==> config.mk <==
export PLATFORM = sky130hd
export DESIGN_NAME = sram_arbiter
export DESIGN_NICKNAME = d
export VERILOG_FILES = /design/src/rtl/sram_arb_pkg.sv /design/src/rtl/sram_arb_pick.sv /design/src/rtl/sram_arbiter.sv
export SDC_FILE = /design/constraint.sdc
export NUM_CORES = 1
export LEC_CHECK = 0
export BUFFER_PORTS_ARGS = -buffer_cell sky130_fd_sc_hd__buf_2
export CAP_MARGIN = 40
export CORE_AREA = 2 2 121 123
export CTS_CLUSTER_SIZE = 12
export DETAILED_ROUTE_END_ITERATION = 12
export DIE_AREA = 0 0 123 125
export SLEW_MARGIN = 40
export SYNTH_ARGS = -nofsm -noshare
export SYNTH_HDL_FRONTEND = slang
export SYNTH_HIERARCHICAL = 1
export SYNTH_SLANG_ARGS = --single-unit
==> constraint.sdc <==
create_clock -name clk -period 2.2 [get_ports clk]
set_input_delay 0.33 -clock clk [delete_from_list [all_inputs] [get_ports clk]]
set_output_delay 0.33 -clock clk [all_outputs]
set_load 0.03 [all_outputs]
==> src/rtl/sram_arb_pkg.sv <==
// Shared types and widths for the unified SRAM arbiter.
// Round-robin arbitration is enabled by defining SRAM_ARB_RR_EN.
package sram_arb_pkg;

  typedef enum logic {
    OWN_INST = 1'b0,
    OWN_DATA = 1'b1
  } owner_t;

  localparam int ADDR_W = 32;
  localparam int DATA_W = 32;
  localparam int STRB_W = DATA_W / 8;

endpackage

==> src/rtl/sram_arb_pick.sv <==
// Two-way requester pick: fixed data-over-inst priority, or round-robin on
// conflict when SRAM_ARB_RR_EN is defined.
module sram_arb_pick
  import sram_arb_pkg::*;
(
  input  logic inst_cand,
  input  logic data_cand,
`ifdef SRAM_ARB_RR_EN
  input  logic last_grant,
`endif
  output logic grant,
  output logic winner
);

  always_comb begin
    grant  = inst_cand | data_cand;
    winner = OWN_DATA;
    if (inst_cand && !data_cand) begin
      winner = OWN_INST;
    end
`ifdef SRAM_ARB_RR_EN
    // On conflict the side that did not win last time goes first.
    else if (inst_cand && data_cand && (last_grant == OWN_DATA)) begin
      winner = OWN_INST;
    end
`endif
  end

endmodule

==> src/rtl/sram_arbiter.sv <==
// Shares one single-ported synchronous SRAM between fetch and load/store.
// Define SRAM_ARB_RR_EN for round-robin conflict resolution.
module sram_arbiter
  import sram_arb_pkg::*;
(
  input  logic              clk,
  input  logic              reset,

  input  logic              inst_req,
  input  logic              inst_wr,
  input  logic [STRB_W-1:0] inst_wstrb,
  input  logic [ADDR_W-1:0] inst_addr,
  input  logic [DATA_W-1:0] inst_wdata,
  output logic              inst_addr_ok,
  output logic              inst_data_ok,
  output logic [DATA_W-1:0] inst_rdata,

  input  logic              data_req,
  input  logic              data_wr,
  input  logic [STRB_W-1:0] data_wstrb,
  input  logic [ADDR_W-1:0] data_addr,
  input  logic [DATA_W-1:0] data_wdata,
  output logic              data_addr_ok,
  output logic              data_data_ok,
  output logic [DATA_W-1:0] data_rdata,

  input  logic              flush,

  output logic              sram_en,
  output logic [STRB_W-1:0] sram_we,
  output logic [ADDR_W-1:0] sram_addr,
  output logic [DATA_W-1:0] sram_wdata,
  input  logic [DATA_W-1:0] sram_rdata
);

  logic   inst_cand;
  logic   data_cand;
  logic   grant;
  logic   winner;
  logic   pick_inst;
  logic   pick_data;

  logic   rsp_valid_p1;
  owner_t rsp_owner_p1;
  logic   rsp_kill_p1;

  // A flushed fetch must not even be issued; reset blocks every grant.
  assign inst_cand = inst_req & ~flush & ~reset;
  assign data_cand = data_req & ~reset;

`ifdef SRAM_ARB_RR_EN
  logic last_grant;

  always_ff @(posedge clk or posedge reset) begin
    if (reset) begin
      last_grant <= OWN_INST;
    end else if (grant) begin
      last_grant <= winner;
    end
  end
`endif

  sram_arb_pick u_pick (
    .inst_cand  (inst_cand),
    .data_cand  (data_cand),
`ifdef SRAM_ARB_RR_EN
    .last_grant (last_grant),
`endif
    .grant      (grant),
    .winner     (winner)
  );

  assign pick_inst = grant & (winner == OWN_INST);
  assign pick_data = grant & (winner == OWN_DATA);

  // ---- stage p0: request mux onto the SRAM port ----
  always_comb begin
    sram_en = grant;
    if (pick_inst) begin
      sram_addr  = inst_addr;
      sram_wdata = inst_wdata;
      sram_we    = inst_wr ? inst_wstrb : {STRB_W{1'b0}};
    end else begin
      sram_addr  = data_addr;
      sram_wdata = data_wdata;
      sram_we    = (pick_data && data_wr) ? data_wstrb : {STRB_W{1'b0}};
    end
  end

  assign inst_addr_ok = pick_inst;
  assign data_addr_ok = pick_data;

  // ---- stage p1: response tracking, aligned with SRAM read data ----
  always_ff @(posedge clk or posedge reset) begin
    if (reset) begin
      rsp_valid_p1 <= 1'b0;
      rsp_owner_p1 <= OWN_INST;
      rsp_kill_p1  <= 1'b0;
    end else begin
      rsp_valid_p1 <= grant;
      rsp_owner_p1 <= owner_t'(winner);
      rsp_kill_p1  <= flush & (winner == OWN_INST);
    end
  end

  // Flush in the response cycle still cancels a fetch that was issued before it.
  assign data_data_ok = ~reset & rsp_valid_p1 & (rsp_owner_p1 == OWN_DATA);
  assign inst_data_ok = ~reset & rsp_valid_p1 & (rsp_owner_p1 == OWN_INST)
                        & ~(rsp_kill_p1 | flush);
  assign inst_rdata   = sram_rdata;
  assign data_rdata   = sram_rdata;

endmodule

* Word level (Yosys, flattened, before mapping) *
Index checks and enable logic that the tools add are counted.

word-level totals
  output and inout bits = 137
  register bits = 3
  logic and storage cells = 28
  input bits = 175

cells by class
  reduce and logical (&&, ||, !) cells = 3
  muxes and demuxes = 6
  bitwise logic cells = 16

operators with widths
  kind               count
  32-bit 2-to-1 mux  2
  4-bit 2-to-1 mux   3
  1-bit bitwise AND  10
  1-bit NOT          4
  1-bit logical AND  2
  1-bit bitwise OR   2
  1-bit logical NOT  1
  1-bit 2-to-1 mux   1

* Longest topological paths before layout *
  word-level depth = 9
  gate-level depth with buffers = 7
  gate-level depth less buffers = 5

* Cells and area by module *
Netlist, hierarchy kept.

modules (own cells, without submodules)
  module         instances  area an instance (µm²)  cells an instance
  sram_arbiter   1          1707.9                  161
  sram_arb_pick  1          12.5                    2

* Worst setup path after synthesis *
No wires, ideal clock.

  kind = in2out
  start point = input port flush
  end point = output port sram_addr[21]
  data arrival time = 1.763 ns
  setup slack = 0.107 ns
  path buffers = 2
  required time = 1.870 ns
  stages on the path = 7
  cells stage by stage = nor3b_1 -> or2_1 -> nand2b_4 -> inv_2 -> buf_12 -> buf_12 -> mux2_4

between the ends
  word-level cells in the longest chain between the ends = 6
  elaborated cells on any way between the ends = 7
  those cells by class = mux: 1; bitwise: 5; reduce/logical: 1

ends and longest elaborated chain
  item                             RTL line             text
  start, declared                  sram_arbiter.sv:27   input logic flush,
  1-bit NOT                        sram_arbiter.sv:48   assign inst_cand = inst_req & ~flush & ~reset;
  1-bit bitwise AND (2 in series)  sram_arbiter.sv:48
  1-bit bitwise OR                 sram_arb_pick.sv:16  grant = inst_cand | data_cand;
  net sram_en                      sram_arbiter.sv:29   output logic sram_en,
  1-bit bitwise AND                sram_arbiter.sv:73   assign pick_inst = grant & (winner == OWN_INST);
  net inst_addr_ok                 sram_arbiter.sv:14   output logic inst_addr_ok,
  32-bit 2-to-1 mux                sram_arbiter.sv:79   if (pick_inst) begin
  end, declared                    sram_arbiter.sv:31   output logic [ADDR_W-1:0] sram_addr,

The timed path passes the listed nets, and every way through them passes these cells.

* Worst setup path in the final report *
  start point = input port flush
  end point = output port sram_wdata[1]

between the ends
  word-level cells in the longest chain between the ends = 6
  elaborated cells on any way between the ends = 7
  those cells by class = mux: 1; bitwise: 5; reduce/logical: 1

ends and longest elaborated chain
  item                                                          RTL line                                  text
  1-bit NOT (*)                                                 sram_arbiter.sv:48
  1-bit bitwise AND (*) (2 in series)                           sram_arbiter.sv:48
  net inst_cand                                                 sram_arbiter.sv:36                        logic inst_cand;
  1-bit bitwise OR / 1-bit logical AND (equally long branches)  sram_arb_pick.sv:16, sram_arb_pick.sv:18
  1-bit bitwise AND (*)                                         sram_arbiter.sv:73
  32-bit 2-to-1 mux (*)                                         sram_arbiter.sv:79
  end, declared                                                 sram_arbiter.sv:32                        output logic [DATA_W-1:0] sram_wdata,

Mark *: on every way through the listed nets, which the timed path passes. The rest lies on a longest branch.

==> metrics.json <==
{
  "post_synth_most_frequent_cells": "sky130_fd_sc_hd__buf_4 (64), sky130_fd_sc_hd__mux2_4 (49), sky130_fd_sc_hd__mux2_2 (15)",
  "yosys_warnings": 6,
  "synth_cells": 163,
  "die-area_um2": 15380,
  "gr-usage-all-layers_pct": 5.864,
  "wire_length_of_the_first_global_routing_pass_mm": 7.107,
  "die_height_um": 125,
  "post-cts-setup-buffers": 0,
  "rsz_0062_raised_after_global_routing": "false",
  "max_slew.worst_pin.slew_ns": 0.1855,
  "start_util_pct": 12.11,
  "power_leakage_nw": 1.464,
  "placed_area_um2": 2502,
  "cts_inserted_buffers": 3,
  "grt_use_met3_pct": 1.186,
  "synth-edff-count": 0,
  "synth.largest_area_cell": "sky130_fd_sc_hd__mux2_4",
  "async_reset_ff_share_pct": 100.0,
  "synth-main-ff-cell": "sky130_fd_sc_hd__dfrtp_1",
  "number_of_remaining_drc_errors": 0,
  "worstPathMaxFanout": 14,
  "worst-endpoint-arrival_ns": 1.73,
  "timing_max_transition_violations_final": 0,
  "postRouteWirelength_mm": 5.729,
  "tritoncts": "yes",
  "critical_path.endpoint_type": "output port",
  "timing.critical_path.slowest_cell_delay_ns": 0.34,
  "cts.root.buffer_cell": "sky130_fd_sc_hd__clkbuf_16",
  "dr_total_vias": 1710,
  "fin_area_um2": 2630,
  "clock.fmax_ghz": 0.4864,
  "gp_congestion": 0.6922,
  "avgSynthCellArea_um2": 10.55,
  "clk_pin_slew_worst_paths_ns": 0.03,
  "via_per_inst": 3.379,
  "overflow": 0,
  "cts.sink_count": 3,
  "synth_area_um2": 1720,
  "start_kind": "input pin",
  "pwr_density_cell_nw_per_um2": 329.0,
  "cap_viol_max_count": 0,
  "ctsHtreeMaxLevel": 1,
  "final.setup.tns_ns": 0,
  "layout.filler_cells": 1616,
  "number_of_optimization_iterations_in_the_first_detailed_route_pass": 2,
  "critical-path-slowest-cell": "sky130_fd_sc_hd__mux2_2",
  "count_leader_synth": "sky130_fd_sc_hd__buf_4",
  "required_ns": 1.87,
  "post-route-util_pct": 18.52,
  "hold_buffers": 0,
  "hold_slack_ns": 0.01090,
  "die_x_um": 123,
  "grtUsageMet1_pct": 5.381,
  "placement.setup.worst_slack_ns": 0.04355,
  "sequential_to_total_area_share_from_yosys_stat_pct": 4.364,
  "hold_path_class": "input pin to async pin",
  "netlist-cell-type-count": 18,
  "min_period_ns": 2.056,
  "first_global_vias": 1571,
  "timing.critical_path.cells": "buf_2 > nor3b_2 > or2_1 > nand2b_4 > inv_4 > buf_12 > mux2_2 > buf_2",
  "groute.layer.met2.usage_pct": 12.35,
  "synthDominantCellAreaShare_pct": 42.76,
  "min_period_over_period_pct": 93.46,
  "detail_route.iter0.violations": 12,
  "hpwl_reported_at_the_end_of_detailed_placement_mm": 5.143,
  "worst_setup_path_class": "input pin to output port",
  "path_delay_family": "buffers and inverters",
  "route.detailed.wl_per_inst_um": 11.32,
  "ys_seq_elements": 3,
  "portBuffers": 215,
  "grt-busiest-layer": "met2",
  "finalSetupViolations": 0,
  "finalNetCount": 497,
  "design.core.area_um2": 14200,
  "yosys-top-cells-area": "sky130_fd_sc_hd__mux2_4 (43%), sky130_fd_sc_hd__buf_4 (28%), sky130_fd_sc_hd__mux2_2 (9.8%)",
  "worst_path_most_repeated_cell": "sky130_fd_sc_hd__buf_2",
  "setup_slack_ns": 0.1440,
  "ctsResizeCount": 0,
  "outcome": "completed",
  "syn-num-nets": 338,
  "worst_slew_margin_rel_pct": 87.60,
  "ioPinCount": 312,
  "syn_to_final_growth_pct": 52.87,
  "timing_hold_violations_final": 0,
  "drtAntennaViolNets": 0,
  "drive_above_1_share_pct": 91.90,
  "floorplan.rows": 44,
  "clockBufferDepth": 2,
  "worst-path-buf-inv": 4,
  "grt_start_max_net_pins": 29,
  "antenna_found_initial": 1,
  "vdd_drop_max_mv": 0.2142
}
==> layer usage <==
layer  part of all wire (%)  vias to the layer above
met5                      0                        -
met1                     34                      746
met4                    1.7                        0
li1                       -                      809
met3                     13                       16
met2                     51                      139
==> state kept, by name, summed over array words and instances, names as in the netlist <==
signal,flops
rsp_owner_p1,1
rsp_kill_p1,1
rsp_valid_p1,1
==> cell type report <==
class	instances	area, µm²	area share [%]
clock buffer	4	78.83	2.997
multi-input combinational	86	1033	39.30
antenna	1	2.502	0.09515
timing repair buffer	225	1196	45.48
tap	184	230.2	8.754
inverter	3	13.76	0.5233
sequential	3	75.07	2.854
==> power breakdown <==
group | internal (W) | switching [W] | total (W)
combinational | 0.000247 | 0.000276 | 0.000523
clock | 0.000239 | 0.0000444 | 0.000283
sequential | 0.0000580 | 0.000000832 | 0.0000588
total | 0.000544 | 0.000322 | 0.000865
==> kinds of logic (layout without fill, tap and decap cells) <==
group / count (synthesis) / after routing / synth area share [%]
AO/OA/AOI/OAI: 4 / 4 / 1.454
multiplexers: 64 / 64 / 52.58
flip-flops: 3 / 3 / 4.364
buffers and inverters: 74 / 232 / 35.85
AND/OR/NAND/NOR: 18 / 18 / 5.746
other: 0 / 1 / 0
==> layout by cell type, fill, tap and decap left out, types with 2 or more instances in the layout <==
cell	netlist	layout
sky130_fd_sc_hd__buf_2	1	215
sky130_fd_sc_hd__mux2_4	49	49
sky130_fd_sc_hd__mux2_2	15	15
sky130_fd_sc_hd__nand2_1	9	9
sky130_fd_sc_hd__o22ai_1	4	4
sky130_fd_sc_hd__clkbuf_16	0	4
sky130_fd_sc_hd__buf_6	0	4
sky130_fd_sc_hd__buf_4	64	4
sky130_fd_sc_hd__dfrtp_1	3	3
sky130_fd_sc_hd__inv_1	2	2
sky130_fd_sc_hd__and3_1	2	2
==> metrics by stage <==
stage / total power, W / std cells
5_1_grt: 0.0009075 / 505
3_3_place_gp: 0.0005797 / 500
2_1_floorplan: 0.0005928 / 163
3_5_place_dp: 0.0005839 / 500
4_1_cts: 0.0008711 / 504
6_report: 0.0008653 / 506
==> path summary, 6_finish.rpt <==
kind                        from             to  slack (ns)  cells past startpoint
worst min-delay path       reset   rsp_valid_p1        0.01                      2
max in group asynchronous  reset   rsp_owner_p1        2.05                      2
worst max-delay path       flush  sram_wdata[1]        0.14                      8
min in group clk           flush    rsp_kill_p1        0.46                      3
Note: power is estimated with default switching activity, not from simulation.
